==> config.mk <==
export PLATFORM = sky130hd
export DESIGN_NAME = mult6_shiftadd
export DESIGN_NICKNAME = d
export VERILOG_FILES = /design/src/rtl/mult6_shiftadd.sv
export SDC_FILE = /design/constraint.sdc
export NUM_CORES = 1
export LEC_CHECK = 0
export BUFFER_PORTS_ARGS = -buffer_cell sky130_fd_sc_hd__buf_2
export CORE_ASPECT_RATIO = 0.5
export CORE_MARGIN = 2
export CORE_UTILIZATION = 55
export DETAILED_ROUTE_END_ITERATION = 10
export PLACE_DENSITY = 0.77
export SLEW_MARGIN = 40
export SYNTH_ARGS = -nofsm -noshare
export SYNTH_HDL_FRONTEND = slang
export SYNTH_SLANG_ARGS = --single-unit
==> constraint.sdc <==
create_clock -name clk -period 2.64 [get_ports clk]
set_input_delay 0.396 -clock clk [delete_from_list [all_inputs] [get_ports clk]]
set_output_delay 0.396 -clock clk [all_outputs]
set_load 0.03 [all_outputs]
==> src/rtl/mult6_shiftadd.sv <==
// Sequential unsigned 6x6 shift-and-add multiplier.
// One carry-select adder folds the multiplicand into the upper half each step.

module carryselect (
    input  logic [5:0] a_i,
    input  logic [5:0] b_i,
    input  logic       c_i,
    output logic [5:0] s_o,
    output logic       co_o
);

    logic [3:0] lo;
    logic [3:0] hi0;
    logic [3:0] hi1;

    // Upper half is precomputed for both carries; low carry-out selects one.
    assign lo  = {1'b0, a_i[2:0]} + {1'b0, b_i[2:0]} + {3'b000, c_i};
    assign hi0 = {1'b0, a_i[5:3]} + {1'b0, b_i[5:3]};
    assign hi1 = {1'b0, a_i[5:3]} + {1'b0, b_i[5:3]} + 4'd1;

    always_comb begin
        s_o[2:0] = lo[2:0];
        if (lo[3]) begin
            s_o[5:3] = hi1[2:0];
            co_o     = hi1[3];
        end else begin
            s_o[5:3] = hi0[2:0];
            co_o     = hi0[3];
        end
    end

endmodule

module mult6_shiftadd (
    input  logic        clk,
    input  logic        rst,
    input  logic        start,
    input  logic [5:0]  A,
    input  logic [5:0]  B,
    output logic        busy,
    output logic        done,
    output logic [11:0] Product
);

    typedef enum logic {
        IDLE,
        RUN
    } state_e;

    state_e      state_q, state_d;
    logic [5:0]  m_q, m_d;
    logic [11:0] p_q, p_d;
    logic [2:0]  cnt_q, cnt_d;
    logic [11:0] prod_q, prod_d;
    logic        done_q, done_d;

    logic [5:0]  addend;
    logic [5:0]  sum;
    logic        co;
    logic [11:0] shifted;

    assign addend = p_q[0] ? m_q : 6'b0;

    carryselect u_add (
        .a_i  (p_q[11:6]),
        .b_i  (addend),
        .c_i  (1'b0),
        .s_o  (sum),
        .co_o (co)
    );

    // The adder carry becomes the new MSB, so no overflow is lost.
    assign shifted = {co, sum, p_q[5:1]};

    always_comb begin
        state_d = state_q;
        m_d     = m_q;
        p_d     = p_q;
        cnt_d   = cnt_q;
        prod_d  = prod_q;
        done_d  = 1'b0;
        unique case (state_q)
            IDLE: begin
                if (start) begin
                    m_d     = A;
                    p_d     = {6'b0, B};
                    cnt_d   = 3'd0;
                    state_d = RUN;
                end
            end
            RUN: begin
                p_d   = shifted;
                cnt_d = cnt_q + 3'd1;
                if (cnt_q == 3'd5) begin
                    prod_d  = shifted;
                    done_d  = 1'b1;
                    state_d = IDLE;
                end
            end
            default: state_d = IDLE;
        endcase
    end

    always_ff @(posedge clk or posedge rst) begin
        if (rst) begin
            state_q <= IDLE;
            m_q     <= 6'b0;
            p_q     <= 12'b0;
            cnt_q   <= 3'd0;
            prod_q  <= 12'b0;
            done_q  <= 1'b0;
        end else begin
            state_q <= state_d;
            m_q     <= m_d;
            p_q     <= p_d;
            cnt_q   <= cnt_d;
            prod_q  <= prod_d;
            done_q  <= done_d;
        end
    end

    assign busy    = (state_q == RUN);
    assign done    = done_q;
    assign Product = prod_q;

endmodule

==> results.tsv <==
stage	metric	value	unit
outcome	status	finished, final reports clean	
floorplanning	core area	2940	um2
hold_path	Hold Crit Class	primary input to async pin	
power	Max IR drop VDD	0.000644	V
synth	post-synthesis sequential area ratio	0.524	
setup_path	slowest cell on the critical path	dfrtp_1	
setup_path	Cell Chain, Critical Path	and2_1 > ha_1 > inv_1 > fa_1 > xor2_1 > a2111oi_4 > xnor2_1 > mux2_4	
setup_path	WP data required	2.81	ns
setup_path	crit path max fanout	7	
power	Tot Pwr	2.44	mW
setup_path	critical path startpoint category	flip-flop	
placed_design	dpl cells	208	
floorplanning	num ports	29	
synth	mux cell area share after synthesis	0.139	
synth	Netlist Area Pre-Place	1670	um2
grt	GRT overflow	0	
synth	Main synth FF type	dfrtp_1	
cts	H-Tree Depth	2	
placed_design	Placer Congestion	0.749	
sta	final slew viol count	0	
cts	Setup Buffers After CTS	0	
final_layout	fraction of layout cells with a size suffix above 1	0.307	
synth	post-synthesis register bit count	35	
grt	global-route wire length before repair	5.29	mm
power	cell internal pwr	1.46	mW
sta	min setup slack post-route	0.335	ns
synth	ys async rst share	1.00	
final_layout	area taken by multi-input logic gates	738	um2
cts	Worst-Skew Late Latency	0.28	ns
synth	adder-cell area share of the yosys netlist	0.0914	
run	Max Cap Violations	0	
drt	1st-pass router iterations	4	
synth	synth unique cells	29	
power	combinational power share	0.448	
placed_design	Setup Slack @ Placement	0.398	ns
synth	Gate Count Post-Synth	142	
synth	Simple-Gate Fraction of Synth Area	0.0869	
synth	EDFF count, synth	0	
sta	setup_tns	0	ns
drt	DRC viols	0	
setup_path	Setup crit end kind	flip-flop	
setup_path	CP peak stage delay	0.44	ns
cts	TritonCTS clock tree	yes	
final_layout	FILL cells	236	
drt	initial drt markers	63	
synth	Compound-Gate Fraction of Synth Area	0.0989	
power	Power Density	1250	nW/um2
sta	clk_skew	0.00444	ns
synth	syn_area_per_cell	11.8	um2
grt	initial antenna violation count	0	
power	Pleak	0.990	nW
power	Sw Pwr	984	uW
placed_design	Port-buffer cells	28	
final_layout	synthesis-to-layout area growth	17.4	%
drt	routed via count	1124	
floorplanning	Rows	14	
placed_design	post-DP HPWL	2.22	mm
final_layout	register area	876	um2
sta	Worst-Margin Slew	0.531	ns
setup_path	Crit Path Class	flip-flop to flip-flop	
power	switching part of the total power	0.403	
final_layout	nets@finish	201	
power	Clk pwr share	0.172	
cts	Clock Path Buffers	2	
sta	Hold WS	0.199	ns
final_layout	Non-Filler Instances	216	
sta	RSZ-0062 raised after global routing	false	
sta	f_max	0.434	GHz
synth	largest family of logic cells by synthesized area	multiplexers	
power	Sequential Power Share	0.381	
sta	period utilization	0.873	
drt	vias per std cell	5.20	
floorplanning	Die Wd	81.9	um
sta	count of final setup violators	0	
setup_path	CP arrival	2.47	ns
sta	Rel. slew slack	0.645	
drt	wire length per cell	14.5	um
sta	Hold Fails Final Rpt	0	
cts	Inserted Clock Buffers	5	
synth	Yosys warnings	0	
drt	final WL	3.13	mm
grt	vias in the first global route	1111	
grt	gr usage total	0.211	
cts	CTS Hold Bufs	0	
final_layout	Ant. Diodes	0	
drt	Final ANT Viol Nets	0	
cts	CTS sink count	35	
cts	Clock transition at path regs	0.07	ns
floorplanning	die area	3520	um2
floorplanning	Initial Util	0.568	
synth	post-synth net total	168	
floorplanning	Die Ht	43.0	um
grt	largest net degree at the start of global routing	36	
cts	CTS resizes	0	
synth	xor and xnor area share after synthesis	0.0262	
cts	root buffer cell	clkbuf_8	
sta	Tmin final	2.30	ns
## cell type report
type,instances,area share
clock buffers,8,0.0511
repair buffers,31,0.0830
multi-input cells,93,0.377
inverters,9,0.0172
flip-flops and latches,35,0.447
well taps,40,0.0255
## power by group through the flow
stage,Combinational [mW],Clock [mW],Sequential (mW)
floorplan,0.654,0,1.08
detailed placement,1.08,0,0.942
global placement,1.05,0,0.931
CTS,1.10,0.428,0.934
global route,1.22,0.452,0.961
finish,1.09,0.419,0.931
## routing by layer
metal	GRT usage	routed length, um	share of wire
met5	0	0	0
met4	0.0800	37	0.012
met3	0.0660	123	0.039
met2	0.296	1440	0.46
met1	0.307	1530	0.49
## cell usage in the layout, fill, tap and decap left out, types with 2 or more instances in the layout
cell      netlist  routed
clkbuf_8        0       7
o22ai_1         2       2
ha_1            9       9
buf_4           0       3
mux2i_1         7       7
fa_1            2       2
o21ai_0        16      16
nand2_1        18      18
buf_2           3      28
mux2_1          2       2
nor2_1          3       3
xnor2_1         3       3
and2_1          6       6
dfrtp_1        35      35
inv_1           8       8
a21o_1          2       2
mux2_2         11      11
xor2_1          2       2
## worst paths after layout
| path | startpoint | to | slack [ns] | depth (start not counted) |
|---|---|---|---|---|
| min in group clk | A[5] | m_q[5]$_DFFE_PP0P_ | 0.35 | 2 |
| worst min-delay path | rst | p_q[2]$_DFFE_PP0P_ | 0.20 | 3 |
| worst min register to register | Product[9]$_DFFE_PP0P_ | Product[9]$_DFFE_PP0P_ | 0.47 | 2 |
| worst max-delay path | p_q[0]$_DFFE_PP0P_ | Product[11]$_DFFE_PP0P_ | 0.34 | 8 |
| max in group asynchronous | rst | Product[6]$_DFFE_PP0P_ | 2.13 | 3 |
| worst max register to register | p_q[0]$_DFFE_PP0P_ | Product[11]$_DFFE_PP0P_ | 0.34 | 8 |
## cell families (layout without fill, tap and decap cells)
kind of cell | Yosys count | in the layout
adder cells (fa/ha/maj) | 11 | 11
AND/OR/NAND/NOR | 31 | 31
flip-flops | 35 | 35
XOR/XNOR | 5 | 5
AO/OA/AOI/OAI | 25 | 25
multiplexers | 21 | 21
buffers and inverters | 14 | 48
## per-stage QoR
stage | utilization | instance area (um2)
global route | 0.666 | 1960
floorplan | - | 1670
global placement | 0.632 | 1860
finish | 0.666 | 1960
detailed placement | 0.632 | 1860
CTS | 0.666 | 1960
## registers in the layout (all words and copies together), names as in the netlist
name,flops
cnt_q,3
m_q,6
busy,1
Product,12
done,1
p_q,12
## critical path: cells and delay by family, from the launching register on
family / cells / cell delay [ns]
adder cells (fa/ha/maj): 2 / 0.53
AO/OA/AOI/OAI: 1 / 0.37
buffers and inverters: 1 / 0.06
multiplexers: 1 / 0.27
AND/OR/NAND/NOR: 1 / 0.16
XOR/XNOR: 2 / 0.38
flip-flops: 1 / 0.44
## Yosys cell counts (all sizes together) (2+ instances only)
master,count,area share
mux2i,7,0.042
a21o,2,0.0090
nand3,2,0.0090
and2,6,0.022
nor2,3,0.0067
a21oi,2,0.0082
inv,9,0.020
o21ai,16,0.048
buf,4,0.011
dfrtp,35,0.52
xnor2,3,0.016
xor2,2,0.010
mux2,14,0.097
fa,2,0.024
nand2,18,0.040
ha,9,0.067
o22ai,2,0.0075
Note: power is estimated with default switching activity, not from simulation.
